[src/rtl/inst_fetcher.sv]
// Instruction fetcher: single-cycle icache hits, 4-byte serial refill from a byte-wide
// memory arbiter on a miss, with the refilled word written back to the icache.
//
// state | meaning
// IDLE  | accept requests; hits are delivered the following cycle
// FETCH | issuing byte reads and collecting returned bytes
// DONE  | one-cycle cache fill and delivery of the refilled word
module inst_fetcher (
    input  logic        clk,
    input  logic        rst,
    input  logic        rdy,
    input  logic        fetch_req_i,
    input  logic [31:0] pc_i,
    input  logic        flush_i,
    output logic [31:0] rpc_o,
    input  logic        cache_hit_i,
    input  logic [31:0] cache_inst_i,
    output logic        cache_we_o,
    output logic [31:0] cache_wpc_o,
    output logic [31:0] cache_winst_o,
    output logic        mem_req_o,
    output logic [31:0] mem_addr_o,
    input  logic        mem_gnt_i,
    input  logic [7:0]  mem_data_i,
    output logic        inst_valid_o,
    output logic [31:0] inst_o,
    output logic [31:0] inst_pc_o,
    output logic        busy_o
);

    typedef enum logic [1:0] {
        ST_IDLE  = 2'd0,
        ST_FETCH = 2'd1,
        ST_DONE  = 2'd2
    } state_t;

    state_t      state;
    state_t      state_nxt;
    logic [31:0] base;
    logic [31:0] buffer;
    logic [31:0] hit_inst;
    logic [31:0] hit_pc;
    logic [1:0]  issue_cnt;
    logic [1:0]  recv_cnt;
    logic        issue_done;
    logic        pending;
    logic        hit_q;

    logic hit_start;
    logic miss_start;
    logic issue_req;
    logic grant;
    logic capture;
    logic last_byte;

    assign hit_start  = (state == ST_IDLE) && fetch_req_i && !flush_i && cache_hit_i;
    assign miss_start = (state == ST_IDLE) && fetch_req_i && !flush_i && !cache_hit_i;
    assign issue_req  = (state == ST_FETCH) && !issue_done && !flush_i;
    assign grant      = rdy && issue_req && mem_gnt_i;
    // pending marks that the byte granted last active cycle is on mem_data_i now
    assign capture    = rdy && (state == ST_FETCH) && !flush_i && pending;
    assign last_byte  = capture && (recv_cnt == 2'd3);

    always_ff @(posedge clk or negedge rst) begin
        if (!rst) begin
            state <= ST_IDLE;
        end else begin
            state <= state_nxt;
        end
    end

    always_comb begin
        state_nxt = state;
        if (rdy) begin
            case (state)
                ST_IDLE: begin
                    if (miss_start) begin
                        state_nxt = ST_FETCH;
                    end
                end
                ST_FETCH: begin
                    if (flush_i) begin
                        state_nxt = ST_IDLE;
                    end else if (last_byte) begin
                        state_nxt = ST_DONE;
                    end
                end
                ST_DONE: state_nxt = ST_IDLE;
                default: state_nxt = ST_IDLE;
            endcase
        end
    end

    always_comb begin
        rpc_o         = pc_i;
        mem_req_o     = rdy && issue_req;
        mem_addr_o    = base + {30'd0, issue_cnt};
        cache_we_o    = rdy && (state == ST_DONE);
        cache_wpc_o   = base;
        cache_winst_o = buffer;
        inst_valid_o  = rdy && (hit_q || (state == ST_DONE));
        inst_o        = (state == ST_DONE) ? buffer : hit_inst;
        inst_pc_o     = (state == ST_DONE) ? base : hit_pc;
        busy_o        = (state != ST_IDLE);
    end

    always_ff @(posedge clk or negedge rst) begin
        if (!rst) begin
            base       <= '0;
            buffer     <= '0;
            hit_inst   <= '0;
            hit_pc     <= '0;
            issue_cnt  <= '0;
            recv_cnt   <= '0;
            issue_done <= 1'b0;
            pending    <= 1'b0;
            hit_q      <= 1'b0;
        end else if (rdy) begin
            hit_q <= hit_start;
            if (hit_start) begin
                hit_inst <= cache_inst_i;
                hit_pc   <= pc_i;
            end
            if (miss_start) begin
                base       <= pc_i;
                issue_cnt  <= '0;
                recv_cnt   <= '0;
                issue_done <= 1'b0;
                pending    <= 1'b0;
            end else if (state == ST_FETCH) begin
                if (flush_i) begin
                    pending <= 1'b0;
                end else begin
                    pending <= grant;
                    if (grant) begin
                        issue_cnt <= issue_cnt + 2'd1;
                        if (issue_cnt == 2'd3) begin
                            issue_done <= 1'b1;
                        end
                    end
                    if (capture) begin
                        buffer[{recv_cnt, 3'b000} +: 8] <= mem_data_i;
                        recv_cnt <= recv_cnt + 2'd1;
                    end
                end
            end
        end
    end

endmodule

[config.mk]
export PLATFORM = sky130hd
export DESIGN_NAME = inst_fetcher
export DESIGN_NICKNAME = d
export VERILOG_FILES = /design/src/rtl/inst_fetcher.sv
export SDC_FILE = /design/constraint.sdc
export NUM_CORES = 1
export LEC_CHECK = 0
export ABC_AREA = 1
export ABC_CLOCK_PERIOD_IN_PS = 3400
export CORE_MARGIN = 8
export CORE_UTILIZATION = 45
export CTS_BUF_LIST = sky130_fd_sc_hd__clkbuf_16
export CTS_CLUSTER_SIZE = 14
export DETAILED_ROUTE_END_ITERATION = 12
export HOLD_SLACK_MARGIN = 0.03
export PLACE_DENSITY_LB_ADDON = 0.1
export SYNTH_ARGS = -nofsm -noshare
export SYNTH_HDL_FRONTEND = slang
export SYNTH_SLANG_ARGS = --single-unit
[constraint.sdc]
create_clock -name clk -period 3.4 [get_ports clk]
set_input_delay 0.68 -clock clk [delete_from_list [all_inputs] [get_ports clk]]
set_output_delay 0.68 -clock clk [all_outputs]
set_load 0.01 [all_outputs]
==> impl_results.md <==
* Status: completed
* DRC viols at 0
* 1st-pass router iterations at 5
* DRT iter0 DRCs at 415
* Starting Density at 0.4530
* Synth Net Count at 1104
* P per Cell Area at 783.0 mW/mm²
* Placement row count at 47
* Adder-cell share of the synthesized area at 0.01622
* Area contributors post-synth: dfrtp_1 46%, nand2_1 21%, o21ai_0 7.8%
* Worst vdd ir at 0.3696 mV
* Placer congestion estimate at 0.9389
* Hold-fix buffers, CTS at 0
* Initial antenna violation count at 0
* Clk_skew at 0.007484 ns
* Final setup viols at 0
* Synthesized area per cell at 7.289 µm²
* XOR/XNOR Fraction of Synth Area at 0.01774
* I/O Buffers at 274
* Combinational Power Share at 0.441
* Mux cell area share after synthesis at 0
* DR vias at 7334
* RR Startpoint: recv_cnt[0]$_DFFE_PN0P_
* Die area at 0.02082 mm²
* Post-Syn Area at 0.007406 mm²
* Worst Path Required at 2.72 ns
* Worst skew pair latency at 0.42 ns
* Startpoint class of the critical path: flip-flop
* CTS H-tree lvls at 4
* Final Critical Period at 3.306 ns
* Post-Synthesis Cells at 1016
* Largest net degree at the start of global routing at 76
* Area leader, netlist: dfrtp_1
* WHS at 0.2606 ns
* Ys Warns at 0
* Int Pwr at 5.285 mW
* Hold Crit Class: in -> async
* Die X at 144.3 µm
* Share of post-route cells with drive strength above 1 at 0.05079
* Global-route wire length before repair at 38970 µm
* Clk sinks at 137
* Layout net count at 1335
* Final global-route overflow total at 0
* Psw at 3.136 mW
* Antenna-violating nets left at 0
* Measured slew at the worst slew-check pin at 0.7709 ns
* DRT Wirelength at 25230 µm
* Sequential cell area fraction in the yosys report at 0.4629
* Fmax achieved at 0.3025 GHz
* Die H at 144.3 µm
* Synth Register Bits at 137
* Clock root cell: clkbuf_16
* Total CTS buffers at 17
* Final Hold Fails at 0
* Commonest non-fill, non-tap cells in the layout: 420 x nand2_1, 270 x clkdlybuf4s50_1, 137 x dfrtp_1
* Total power at 8.421 mW
* Setup crit start: cache_wpc_o[0]$_DFFE_PN0P_
* Fin crit share at 0.9722
* RSZ-0062 raised after global routing: yes
* Total global-route track usage at 0.2418
* Simple-gate share of the synthesized area at 0.3073
* Clock share of power at 0.234
* Area growth, synth to finish at 45.23%
* Max Slew Vio Count at 0
* Clk pin slew, worst setup/hold paths at 0.06 ns
* Ports at 275
* Sequential Power Share at 0.324
* CP endpoint kind: output port
* WP data arrival at 2.63 ns
* Ant diodes at 0
* P_leak at 5.063 nW
* Fill count at 1476
* Most common cell after layout, fill and taps aside: nand2_1
* CTS max path bufs at 2
* Post-synth top area share at 0.4629
* Complex-gate fraction of the synthesized area at 0.08819
* Core area at 0.01635 mm²
* Switching Share at 0.3724
* Dpl cells at 1445
* TritonCTS clock tree: built
* Distinct cells, synth at 26
* Routed wire length per instance at 17.05 µm
* Post-Layout Cell Count at 1480
* Largest family of logic cells by synthesized area: simple AND/OR/NAND/NOR gates
* Relative slew margins at 0.4861
* Max Cap Violations at 0
* Vias per cell at 4.955
* Kind of critical path: reg -> out
* Hpwl dp at 19200 µm
* Vias in the first global route at 7277
* Critical path peak fanout at 4
## path summary, 6_finish.rpt
check,end,slack (ns),depth (start not counted)
setup reg to reg,cache_winst_o[20]$_DFFE_PN0P_,0.84,7
setup / recovery,mem_addr_o[22],0.09,9
max in group asynchronous,hit_inst[13]$_DFFE_PN0P_,2.25,2
hold / removal,hit_pc[11]$_DFFE_PN0P_,0.26,1
hold reg to reg,hit_inst[1]$_DFFE_PN0P_,0.48,2
min in group clk,hit_inst[1]$_DFFE_PN0P_,0.48,2
## Yosys cell counts
library cell  number
buf_6              2
buf_4             36
nand4_1            9
o21ai_0          116
nor2_1            64
xnor2_1            1
nand3_2            1
dfrtp_1          137
xor2_1            14
nor3_1            10
nand3b_1           1
nor2_8             1
clkbuf_1          11
clkinv_1           2
nor2_4             5
inv_1             81
a21oi_1           12
buf_2             28
ha_1               8
o211ai_1           1
o21ai_1            1
inv_2              3
nand3_1           48
nand2_1          422
nand2_4            1
fa_1               1
## area by class of cell
class,count,area (µm²),share of cell area
sequential,137,3428,0.3188
multi-input combinational,716,3223,0.2997
timing repair buffer,289,2882,0.2679
clock buffer,17,425.4,0.03955
inverter,86,322.8,0.03001
tap,220,275.3,0.02559
clock inverter,15,198.9,0.01850
## routing by layer
layer	up-vias	track usage	routed length, µm
met5	-	0	0
met4	0	0.06572	404
met3	29	0.07428	2382
met2	266	0.4275	12580
met1	3430	0.2767	9862
li1	3609	-	-
## cells by family after synthesis
group | count (synthesis)
xor+xnor | 15
simple gates | 562
flops | 137
compound gates | 130
buf+inv | 163
fa+ha+maj | 9
## what timing repair did
action	in CTS	in global routing
setup buffers	1	2
setup endpoints to repair	11	10
pin swaps	1	1
resized for setup	8	5
## critical path, stage by stage, from the launching register on
cell and delay [ns]:
dfrtp_1 0.37, ha_1 0.18, inv_1 0.06, fa_2 0.37, nor2_4 0.20, nand3_2 0.16
inv_1 0.15, nand3_1 0.09, nand2_1 0.08, clkdlybuf4s50_1 0.55
## sequential cells by signal, indices dropped and copies added, names as in the netlist, 2 cells and up
signal	count
cache_winst_o	32
cache_wpc_o	32
hit_inst	32
hit_pc	32
issue_cnt	2
recv_cnt	2
state	2
## per-stage QoR
stage | cell area, µm² | setup slack, ns | utilization | TNS [ns]
CTS | 10720 | 0.02608 | 0.6557 | 0
detailed placement | 10070 | 0.1572 | 0.6162 | 0
global placement | 10070 | 0.2431 | 0.6162 | 0
finish | 10760 | 0.09443 | 0.6579 | 0
global route | 10760 | -0.05431 | 0.6579 | -0.1780
floorplan | 7406 | 0.9448 | - | 0
## power groups by stage
| stage | registers (mW) | logic [mW] | clock network [mW] |
|---|---|---|---|
| after CTS | 2.73 | 3.75 | 1.99 |
| after global placement | 2.72 | 3.68 | 0 |
| after floorplan | 2.68 | 1.60 | 0 |
| after detailed placement | 2.74 | 3.74 | 0 |
| after global routing | 2.80 | 4.07 | 2.06 |
| final | 2.73 | 3.72 | 1.97 |
Power figures use the tool's default switching activity.
